### src/rtl/piso_shift_tx.sv
// Parallel-in serial-out transmitter: accepts a WIDTH-bit word on valid/ready and
// shifts it out one bit per clock, flagging the first and last bit of each word.
module piso_shift_tx #(
    parameter int WIDTH     = 4,
    parameter bit MSB_FIRST = 1'b0
) (
    input  logic             clk,
    input  logic             reset,
    input  logic             in_valid,
    input  logic [WIDTH-1:0] parallel_in,
    output logic             in_ready,
    output logic             serial_out,
    output logic             serial_valid,
    output logic             frame_start,
    output logic             frame_end,
    output logic             busy
);
    localparam int CW = (WIDTH > 1) ? $clog2(WIDTH) : 1;
    localparam logic [CW-1:0] LAST = CW'(WIDTH - 1);

    typedef enum logic {IDLE = 1'b0, SHIFT = 1'b1} state_e;

    state_e           state_q;
    logic [WIDTH-1:0] sreg_q;
    logic [CW-1:0]    cnt_q;

    logic in_shift, last_bit, accept;
    logic [WIDTH-1:0] sreg_shifted;

    assign in_shift = (state_q == SHIFT);
    assign last_bit = in_shift && (cnt_q == LAST);
    // Ready never looks at in_valid, so upstream sees no combinational loop.
    assign in_ready = (state_q == IDLE) || last_bit;
    assign accept   = in_valid && in_ready;

    // Zero fill leaves the register empty once the last bit has gone out.
    assign sreg_shifted = MSB_FIRST ? {sreg_q[WIDTH-2:0], 1'b0}
                                    : {1'b0, sreg_q[WIDTH-1:1]};

    always_ff @(posedge clk or posedge reset) begin
        if (reset) begin
            state_q <= IDLE;
            sreg_q  <= '0;
            cnt_q   <= '0;
        end else begin
            case (state_q)
                IDLE: begin
                    if (accept) begin
                        sreg_q  <= parallel_in;
                        cnt_q   <= '0;
                        state_q <= SHIFT;
                    end
                end
                SHIFT: begin
                    if (last_bit) begin
                        cnt_q <= '0;
                        if (accept) begin
                            sreg_q <= parallel_in;
                        end else begin
                            sreg_q  <= sreg_shifted;
                            state_q <= IDLE;
                        end
                    end else begin
                        sreg_q <= sreg_shifted;
                        cnt_q  <= cnt_q + CW'(1);
                    end
                end
                default: begin
                    state_q <= IDLE;
                    sreg_q  <= '0;
                    cnt_q   <= '0;
                end
            endcase
        end
    end

    // All outputs decode registered state only; no path from inputs.
    assign serial_valid = in_shift;
    assign busy         = in_shift;
    assign serial_out   = in_shift && (MSB_FIRST ? sreg_q[WIDTH-1] : sreg_q[0]);
    assign frame_start  = in_shift && (cnt_q == '0);
    assign frame_end    = last_bit;

endmodule

### config.mk
export PLATFORM = sky130hd
export DESIGN_NAME = piso_shift_tx
export DESIGN_NICKNAME = d
export VERILOG_FILES = /design/src/rtl/piso_shift_tx.sv
export SDC_FILE = /design/constraint.sdc
export NUM_CORES = 1
export LEC_CHECK = 0
export CAP_MARGIN = 20
export CELL_PAD_IN_SITES_DETAIL_PLACEMENT = 1
export CELL_PAD_IN_SITES_GLOBAL_PLACEMENT = 1
export CORE_AREA = 2 2 39 41
export DETAILED_ROUTE_END_ITERATION = 10
export DIE_AREA = 0 0 41 43
export PLACE_DENSITY = 0.68
export REMOVE_ABC_BUFFERS = 1
export SYNTH_ARGS = -nofsm -noshare
export SYNTH_HDL_FRONTEND = slang
export SYNTH_SLANG_ARGS = --single-unit
### constraint.sdc
create_clock -name clk -period 1.2 [get_ports clk]
set_input_delay 0.24 -clock clk [delete_from_list [all_inputs] [get_ports clk]]
set_output_delay 0.24 -clock clk [all_outputs]
set_load 0.05 [all_outputs]
==> results of run 1 <==
==> state kept, by name (all words and copies together), names as in the netlist <==
name and count:
sreg_q 4, cnt_q 2, busy 1
==> power breakdown <==
part | total, mW | internal [mW] | switching, mW
clock | 0.224 | 0.128 | 0.0966
combinational | 1.49 | 0.784 | 0.705
sequential | 0.443 | 0.338 | 0.105
==> layer usage <==
metal | up-vias | global-route usage [%] | part of all wire (%)
met5 | - | 0 | 0
met4 | 0 | 14.0 | 3.4
met3 | 4 | 5.24 | 4.9
met2 | 13 | 28.7 | 52
met1 | 187 | 19.3 | 39
li1 | 185 | - | -
==> path summary, 6_finish.rpt <==
path | endpoint | cells past startpoint
worst min-delay path | sreg_q[0] | 2
worst max-delay path | frame_start | 4
min in group clk | sreg_q[2] | 2
worst max register to register | sreg_q[0] | 5
max in group asynchronous | busy | 2
worst min register to register | sreg_q[2] | 2
==> cell families after synthesis <==
kind of cell    count (synthesis)
mux                             4
flops                           7
compound gates                  9
buf+inv                         6
fa+ha+maj                       2
simple gates                   12
==> repair_timing <==
item                       in CTS  in global routing
resized for setup              18                  6
setup endpoints to repair      11                 10
pin swaps                       6                  1
buffers inserted                5                  1
==> final cells by class <==
type / count / area [µm²]
Multi-Input combinational cell: 27 / 245
Timing Repair Buffer: 23 / 277
Fill cell: 147 / 627
Tap cell: 16 / 20.0
Sequential cell: 7 / 178
Clock buffer: 4 / 26.3
Inverter: 3 / 11.3
==> cell usage in the layout (no fill, tap or decap), drive strengths merged <==
| cell type | instances |
|---|---|
| dlygate4sd2 | 1 |
| mux2i | 4 |
| a31oi | 3 |
| clkbuf | 4 |
| o31ai | 1 |
| and3 | 3 |
| nand2b | 2 |
| ha | 2 |
| or3 | 1 |
| buf | 17 |
| o21ai | 5 |
| clkdlybuf4s50 | 5 |
| nand3 | 1 |
| nand2 | 2 |
| inv | 3 |
| and2 | 3 |
| dfrtp | 7 |
==> stage by stage <==
stage	total power, mW	area, µm²	worst slack, ns
after floorplan	0.992	377	-0.829
after detailed placement	1.63	629	-0.273
after global placement	1.61	629	-0.223
final	2.16	757	-0.224
after CTS	2.11	737	-0.236
after global routing	2.31	757	-0.283
==> impl_results.md, run 1 <==
- Outcome: complete, but fails checks
- Failing checks: negative setup slack
- Area Growth Syn to Fin: 89.1%
- Leakage power: ~0.34 nW
- Chip width: a little over 40 µm
- Crit path capture type: output pin
- Count leader, synth: dfrtp_1
- Overall routing resource usage: 18.4%
- Worst EP arrival: around 1.2 ns
- Core area: 0.00138 mm²
- Via count: approximately 390
- # IOs: 13
- DRT iter0 DRCs: 10
- Type of the most critical hold path: in -> async
- Inst Count DP: 72
- R2r setup slk: -0.05 ns
- Power per cell area: 2850 mW/mm²
- Finished Layout Cells: 80
- Worst slew margin: between 70% and 80%
- Compound-cell area share of the yosys netlist: around 13%
- Global-route wire length before repair: roughly 2.0 mm
- Number of synthesized register bits: 7
- WL final: ~1.2 mm
- FP Rows: 14
- Via density: ~4.9
- Yosys Warn Count: 0
- Initial antenna violation count: 0
- Port Buffers: 12
- Primary FF master, synth: dfrtp_1
- Top cells by area, synth: dfrtp_1 (44%), mux2i_1 (10%), ha_1 (6.3%)
- Setup Crit Path Kind: reg -> out
- Num CTS Buffers: 3
- Xor/xnor share of the synthesized area: 0%
- Crit path from: cnt_q[1]
- Clock Skews: around 0.0032 ns
- Nets: 74
- Crit path buffers/inverters: 2
- Post-synth top area share: approximately 44%
- Vias in the first global route: about 400
- Fin Setup TNS: -0.926 ns
- Worst EP required: between 0.9 and 1 ns
- EDFF count, synth: 0
- Crit-path max FO: 2
- Synth area leader: dfrtp_1
- Cell breakdown of the critical path: inv_2, ha_4, and2_4, buf_12
- Tmin final: around 1.4 ns
- Worst skew pair latency: 0.26 ns
- Syn Std Cell Area: approximately 400 µm²
- CTS tree: built
- Crit-path leading delay family: flip-flops
- Post-synthesis mux area share: roughly 10%
- Antenna Nets Post-Route: 0
- Post-Synth Simple-Gate Area: 18.4%
- Die Ht: roughly 43 µm
- Worst-Margin Slew: 0.313 ns
- Hold Violations, Final: 0
- RePlAce Congestion: 0.780
- Post-cts hold buffer count: 0
- H-tree level count: 1
- Tcrit/Tclk final: 119%
- Avg Synthesized Cell Area: 10.0 µm²
- Asr flop ratio synth: 100%
- DR WL/cell: 15.1 µm
- VDD IR max: roughly 1.5 mV
- Unrepaired setup endpoints after global routing: true
- Seq/Total Area, Yosys: about 44%
- Final slew viol count: 0
- CP max stage cell: dfrtp_1
- Main combinational cell family by area after synthesis: simple AND/OR/NAND/NOR gates
- Clk sinks: 7
- Pin count of the biggest net entering global routing: 9
- Synthesized instance count: 40
- GRT overflow: 0
- Slowest stage delay, CP: 0.41 ns
- Post-synth top cells: dfrtp_1 (7), mux2i_1 (4), o21ai_1 (4)
- Crit start category: flip-flop
- DRC viols: 0
- Share of cells above drive strength 1: between 50% and 60%
- First-pass detailed-route iteration total: 4
- Setup Viol. Count Final: 8
- Hold Slack: between 0.2 and 0.25 ns
- Initial core utilization: 28.9%
- Yosys cell types: 19
- N_diodes: 0
- Worst-path clk slew: roughly 0.06 ns
- Final setup margin: -0.224 ns
- Core Util, Final: between 50% and 60%
- Longest Clk Path Bufs: 2
- Peak Freq: 0.702 GHz
- Post-synthesis adder-cell area fraction: around 6.3%
- Full die area: about 0.0018 mm²
- Number of max-cap violations: 0
- Worst R2R Start: cnt_q[0]
- Dpl hpwl: between 700 and 800 µm
- Clock root cell: clkbuf_4
Power figures use the tool's default switching activity.
==> run 2: changes to the inputs <==
--- a/constraint.sdc
+++ b/constraint.sdc
@@ -3,2 +3,2 @@
 set_output_delay 0.24 -clock clk [all_outputs]
-set_load 0.05 [all_outputs]
+set_load 0.005 [all_outputs]
==> run 2 against run 1 <==
  * The flow still finishes with violations (negative setup slack)
  * Clock power up 2%
  * Combinational power down 32%
  * Via count up 4.1%
  * Register-to-register slack worse by 0.07 ns
  * Sequential power down 9.3%
  * Power down 24%
  * Flip-flop and latch count unchanged
  * Die area unchanged
  * Largest cell class unchanged
==> impl_results.md, run 2 (same netlist as run 1, synthesis figures left out) <==
- Final setup margin: -0.265 ns (-0.0414 ns)
- N_diodes: 0 (unchanged)
- Fin Setup TNS: -1.19 ns (-0.266 ns)
- Initial antenna violation count: 0 (unchanged)
- CTS tree: built
- Failing checks: negative setup slack
- Worst-Margin Slew: 0.301 ns (-0.0118 ns)
- Worst slew margin: 79.9% (+0.77 points)
- Antenna Nets Post-Route: 0 (unchanged)
- Tmin final: 1.47 ns (+0.0414 ns)
- Global-route wire length before repair: 1.93 mm (-2.8%)
- Vias in the first global route: 428 (+6.5%)
- Worst EP arrival: 1.23 ns (+0.05 ns)
- CP max stage cell: dfrtp_1
- Full die area: 0.00176 mm² (unchanged)
- Most used cell, CP: buf_6
- Crit path capture type: output pin
- Hold Violations, Final: 0 (unchanged)
- Number of max-cap violations: 0 (unchanged)
- Crit-path max FO: 3 (+1)
- Max reg flops: 4 (unchanged)
- Final slew viol count: 0 (unchanged)
- Outcome: complete, but fails checks
- VDD IR max: 1.02 mV (-31%)
- Slowest stage delay, CP: 0.40 ns (about the same)
- Reg with most FFs: sreg_q
- Nets: 79 (+6.8%)
- Leakage power: 0.348 nW (+1.5%)
- Share of cells above drive strength 1: 56.5% (+1.8 points)
- GRT overflow: 0 (unchanged)
- Power per cell area: 2250 mW/mm² (-21%)
- Clk sinks: 7 (unchanged)
- Pin count of the biggest net entering global routing: 9 (unchanged)
- FP Rows: 14 (unchanged)
- Most frequent cells in the layout: buf_4 (12), buf_6 (9), dfrtp_1 (6)
- Setup Crit Path Kind: reg -> out
- Clock root cell: clkbuf_4
- Chip width: 41 µm (unchanged)
- Port Buffers: 12 (unchanged)
- Longest Clk Path Bufs: 2 (unchanged)
- Via count: 405 (+4.1%)
- DRT iter0 DRCs: 6 (-4)
- Overall routing resource usage: 17.0% (-1.3 points)
- H-tree level count: 1 (unchanged)
- Most common cell after layout, fill and taps aside: buf_4
- Core area: 0.00138 mm² (unchanged)
- Type of the most critical hold path: in -> async
- Area Growth Syn to Fin: 82.5%
- Die Ht: 43 µm (unchanged)
- Total power: 1.64 mW (-24%)
- Dpl hpwl: 797 µm (+1.1%)
- Initial core utilization: 28.9% (unchanged)
- Cell breakdown of the critical path: ha_2, buf_6, nand2b_4, buf_6
- WL final: 1.21 mm (about the same)
- Worst skew pair latency: 0.26 ns (about the same)
- Crit start category: flip-flop
- Unrepaired setup endpoints after global routing: true
- Worst EP required: 0.96 ns (about the same)
- FF-to-FF path depth: 6 (+1)
- Via density: 4.76 (-2.0%)
- DR WL/cell: 14.2 µm (-5.8%)
- Clock Skews: 0.00626 ns (+0.00310 ns)
- Num CTS Buffers: 3 (unchanged)
- Tcrit/Tclk final: 122% (+3.5 points)
- Post-cts hold buffer count: 0 (unchanged)
- RePlAce Congestion: 0.632 (-19%)
- Worst-path clk slew: 0.06 ns (about the same)
- Setup Viol. Count Final: 9 (+1)
- Peak Freq: 0.682 GHz (-2.8%)
- First-pass detailed-route iteration total: 3 (-1)
- DRC viols: 0 (unchanged)
- # IOs: 13 (unchanged)
-- run 2: cell types whose count changed in the layout (fill, tap and decap cells not counted), sizes merged --
cell	previous run	this run
buf	17	22
-- run 2: per-stage QoR --
stage | cells | util, % | hold slack, ns | setup slack [ns] | instance area, µm²
final | 85 | 52.8 | 0.222 | -0.265 | 731
after global routing | 85 | 52.8 | 0.258 | -0.300 | 731
after detailed placement | 76 | 43.3 | 0.496 | -0.294 | 599
after global placement | 76 | 43.3 | 0.465 | -0.262 | 599
after CTS | 85 | 51.9 | 0.239 | -0.253 | 718
after floorplan | 37 | - | 0.0434 | 0.0930 | 377
-- run 2: area by class of cell --
cell class | instances | area, µm²
clock buffer | 4 | 26.3
timing repair buffer | 28 | 255
sequential | 7 | 176
multi-input combinational | 27 | 239
fill | 147 | 653
inverter | 3 | 13.8
tap | 16 | 20.0
-- run 2: worst max-delay path, delay by kind of cell, from the launching register on --
kind          cells  cell delay (ns)
buf+inv           2             0.22
fa+ha+maj         1             0.20
simple gates      1             0.14
flops             1             0.40
-- run 2: repair_timing --
action	in CTS	in global routing
resized for setup	47	4
setup endpoints to repair	11	11
endpoints found under the hold margin	0	0
pin swaps	5	1
buffers inserted	6	1
gates cloned	0	0
-- run 2: path summary, 6_finish.rpt --
| check | to | slack [ns] | from |
|---|---|---|---|
| hold reg to reg | sreg_q[0] | 0.52 | sreg_q[1] |
| min in group clk | sreg_q[0] | 0.52 | sreg_q[1] |
| hold / removal | sreg_q[0] | 0.22 | reset |
| setup reg to reg | sreg_q[1] | -0.12 | cnt_q[0] |
| max in group asynchronous | busy | 0.72 | reset |
| setup / recovery | in_ready | -0.27 | cnt_q[0] |
-- run 2: power by group --
group	switching [mW]	internal (mW)
clock network	0.0999	0.128
logic	0.385	0.630
registers	0.0668	0.335
total	0.552	1.09
-- run 2: metal layers --
| layer | routed length [µm] | up-vias | track usage, % |
|---|---|---|---|
| met5 | 0 | - | 0 |
| li1 | - | 198 | - |
| met4 | 37 | 0 | 10.0 |
| met2 | 590 | 16 | 25.9 |
| met1 | 515 | 186 | 20.9 |
| met3 | 67 | 5 | 3.66 |
==> run 3: changes to the inputs <==
ABC_AREA = 1   (was default)
CORE_AREA = default   (was 2 2 39 41)
CORE_MARGIN = 2   (was default)
CORE_UTILIZATION = 29   (was default)
DIE_AREA = default   (was 0 0 41 43)
PLACE_DENSITY = 0.7   (was 0.68)
==> run 3 against run 2 <==
  * The run still ends with negative setup slack left
  * Sequential share of layout area rose by 2.1 points
  * Clock skew decreased by 0.0047 ns
  * Clock power is 4% lower
  * Wire length decreased by 17%
  * Core utilization is 0.42 points lower
  * First-iteration DRC count shrank 67%
  * Largest cell class is now multi-input gates
  * Highest routed layer unchanged
==> impl_results.md, run 3 <==
- Power per cell area: 2200 mW/mm² (-2.2%)
- Path length in cells of the critical path: 5 (+1)
- RePlAce Congestion: 0.731 (+16%)
- Yosys cell types: 10 (-9)
- Worst skew pair latency: 0.25 ns (about the same)
- Via density: 4.36 (-8.5%)
- Crit path capture type: output pin
- Slowest stage delay, CP: 0.40 ns (about the same)
- Total power: 1.48 mW (-9.9%)
- Core area: 0.00128 mm² (-7.1%)
- Area Growth Syn to Fin: 70.8%
- Finished Layout Cells: 94 (+11%)
- GRT overflow: 0 (unchanged)
- DR WL/cell: 10.7 µm (-25%)
- Post-cts hold buffer count: 0 (unchanged)
- CTS tree: built
- Worst EP arrival: 1.18 ns (-0.05 ns)
- Crit-path leading delay family: flip-flops
- EDFF count, synth: 0 (unchanged)
- R2r setup slk: -0.16 ns (-0.04 ns)
- Primary FF master, synth: dfrtp_1
- Outcome: complete, but fails checks
- Syn Std Cell Area: 394 µm² (-1.6%)
- Critical Path End: in_ready
- Setup Viol. Count Final: 8 (-1)
- Worst slew margin: 80.6% (+0.66 points)
- Crit start category: flip-flop
- Share of cells above drive strength 1: 46.8% (-9.7 points)
- Inst Count DP: 84 (+11%)
- Hold Violations, Final: 0 (unchanged)
- Initial antenna violation count: 0 (unchanged)
- Final setup margin: -0.218 ns (+0.0476 ns)
- Nets: 89 (+13%)
- Total area of sequential cells: 176 µm² (unchanged)
- Worst-path clk slew: 0.06 ns (about the same)
- Die Ht: 40.9 µm (-5.0%)
- Port Buffers: 12 (unchanged)
- N_diodes: 0 (unchanged)
- H-tree level count: 1 (unchanged)
- WL final: 1.01 mm (-17%)
- Leakage power: 0.395 nW (+14%)
- Post-synth top cells: nand2_1 (20), inv_1 (11), dfrtp_1 (7), nand3_1 (7)
- Top cells by area, synth: dfrtp_1 (44%), nand2_1 (19%), inv_1 (10%)
- Cell breakdown of the critical path: ha_2, buf_6, inv_2, nand2_2, buf_2
- Avg Synthesized Cell Area: 7.44 µm² (-26%)
- Worst EP required: 0.96 ns (about the same)
- # IOs: 13 (unchanged)
- Max reg flops: 4 (unchanged)
- Tcrit/Tclk final: 118% (-4.0 points)
- Asr flop ratio synth: 100% (unchanged)
- Overall routing resource usage: 15.5% (-1.5 points)
- Fill count: 164 (+12%)
- Type of the most critical hold path: in -> async
- FP Rows: 13 (-1)
- Reg with most FFs: sreg_q
- Clk sinks: 7 (unchanged)
- Chip width: 40.9 µm (-0.33%)
- Num CTS Buffers: 3 (unchanged)
- Setup Crit Path Kind: reg -> out
- Longest Clk Path Bufs: 2 (unchanged)
- Worst-Margin Slew: 0.291 ns (-0.00985 ns)
- Full die area: 0.00167 mm² (-5.3%)
- Pin count of the biggest net entering global routing: 9 (unchanged)
- Seq/Total Area, Yosys: 44.4% (+0.69 points)
- Clock Skews: 0.00157 ns (-0.00468 ns)
- First-pass detailed-route iteration total: 2 (-1)
- FF-to-FF path depth: 9 (+3)
- Synth area leader: dfrtp_1
- Global-route wire length before repair: 1.59 mm (-18%)
- Crit path from: cnt_q[1]
- Area of the multi-input gates: 208 µm² (-13%)
- Dpl hpwl: 730 µm (-8.3%)
- Number of synthesized register bits: 7 (unchanged)
- Number of max-cap violations: 0 (unchanged)
- Yosys Warn Count: 0 (unchanged)
- Count leader, synth: nand2_1
- Most frequent cells in the layout: nand2_1 (16), inv_1 (8), buf_4 (8)
- VDD IR max: 1.18 mV (+16%)
- Initial core utilization: 30.7% (+1.7 points)
- Worst r2r dst: sreg_q[3]
- Synthesized instance count: 53 (+33%)
- Most common cell after layout, fill and taps aside: nand2_1
- DRT iter0 DRCs: 2 (-4)
- CP max stage cell: dfrtp_1
- Vias in the first global route: 382 (-11%)
- Final slew viol count: 0 (unchanged)
- Worst R2R Start: cnt_q[1]
- Unrepaired setup endpoints after global routing: true
- Failing checks: negative setup slack
- Peak Freq: 0.705 GHz (+3.4%)
- Post-synth top area share: 44.4% (+0.69 points)
- Via count: 410 (+1.2%)
- DRC viols: 0 (unchanged)
- Tmin final: 1.42 ns (-0.0476 ns)
- Crit-path max FO: 2 (-1)
- Clock root cell: clkbuf_4
- Antenna Nets Post-Route: 0 (unchanged)
- Crit path buffers/inverters: 3 (+1)
## run 3: cell count changes after synthesis, sizes merged
cell    before  now
nand2b       2    0
mux2i        4    0
buf          3    2
or3          1    0
nand2        2   22
o31ai        1    0
o21ai        5    1
a31oi        3    0
inv          3   11
and2         3    0
nor2         0    1
and3         3    0
nand3        1    7
## run 3: worst register-to-register path, delay by kind of cell (launching register included)
kind,cells,cell delay [ns]
buffers and inverters,5,0.52
flip-flops,1,0.40
adder cells (fa/ha/maj),1,0.19
AND/OR/NAND/NOR,3,0.14
## run 3: logic make-up after synthesis
| group | after synthesis | share of synthesized area [%] |
|---|---|---|
| compound gates | 1 | 1.27 |
| flops | 7 | 44.4 |
| buf+inv | 13 | 15.2 |
| simple gates | 30 | 32.7 |
| fa+ha+maj | 2 | 6.35 |
## run 3: how the worst min path moves through the flow
stage               slack [ns]         to
CTS                       0.24  sreg_q[0]
global route              0.24   cnt_q[1]
floorplan                 0.04       busy
finish                    0.23   cnt_q[1]
detailed placement        0.48  sreg_q[3]
global placement          0.47  sreg_q[3]
## run 3: layout make-up
cell class                 count  area share, %
sequential                     7           26.2
inverter                      11           6.13
timing repair buffer          24           30.1
tap                           15           2.79
clock buffer                   4           3.90
multi-input combinational     33           30.9
## run 3: routing by layer
layer	track usage, %	routed length, µm
met1	17.8	429
met2	25.8	530
met3	3.26	35
met4	10.0	11
met5	0	0
## run 3: metrics by stage
step	cell area, µm²	setup TNS [ns]	hold slack, ns	worst slack (ns)	util, %
floorplan	375	0	0.0434	0.205	-
global placement	559	-1.17	0.470	-0.213	43.5
detailed placement	559	-1.32	0.479	-0.234	43.5
CTS	626	-0.564	0.235	-0.201	48.7
global route	673	-1.58	0.237	-0.274	52.4
finish	673	-0.919	0.227	-0.218	52.4
## run 3: timing repair
item,4_1_cts,5_1_grt
endpoints found under the setup margin,6,12
buffers inserted,5,1
gates resized for setup,26,13
pin swaps,1,4
## run 3: power breakdown
| group | internal (mW) | switching, mW |
|---|---|---|
| combinational | 0.484 | 0.370 |
| sequential | 0.333 | 0.0748 |
| clock | 0.127 | 0.0926 |
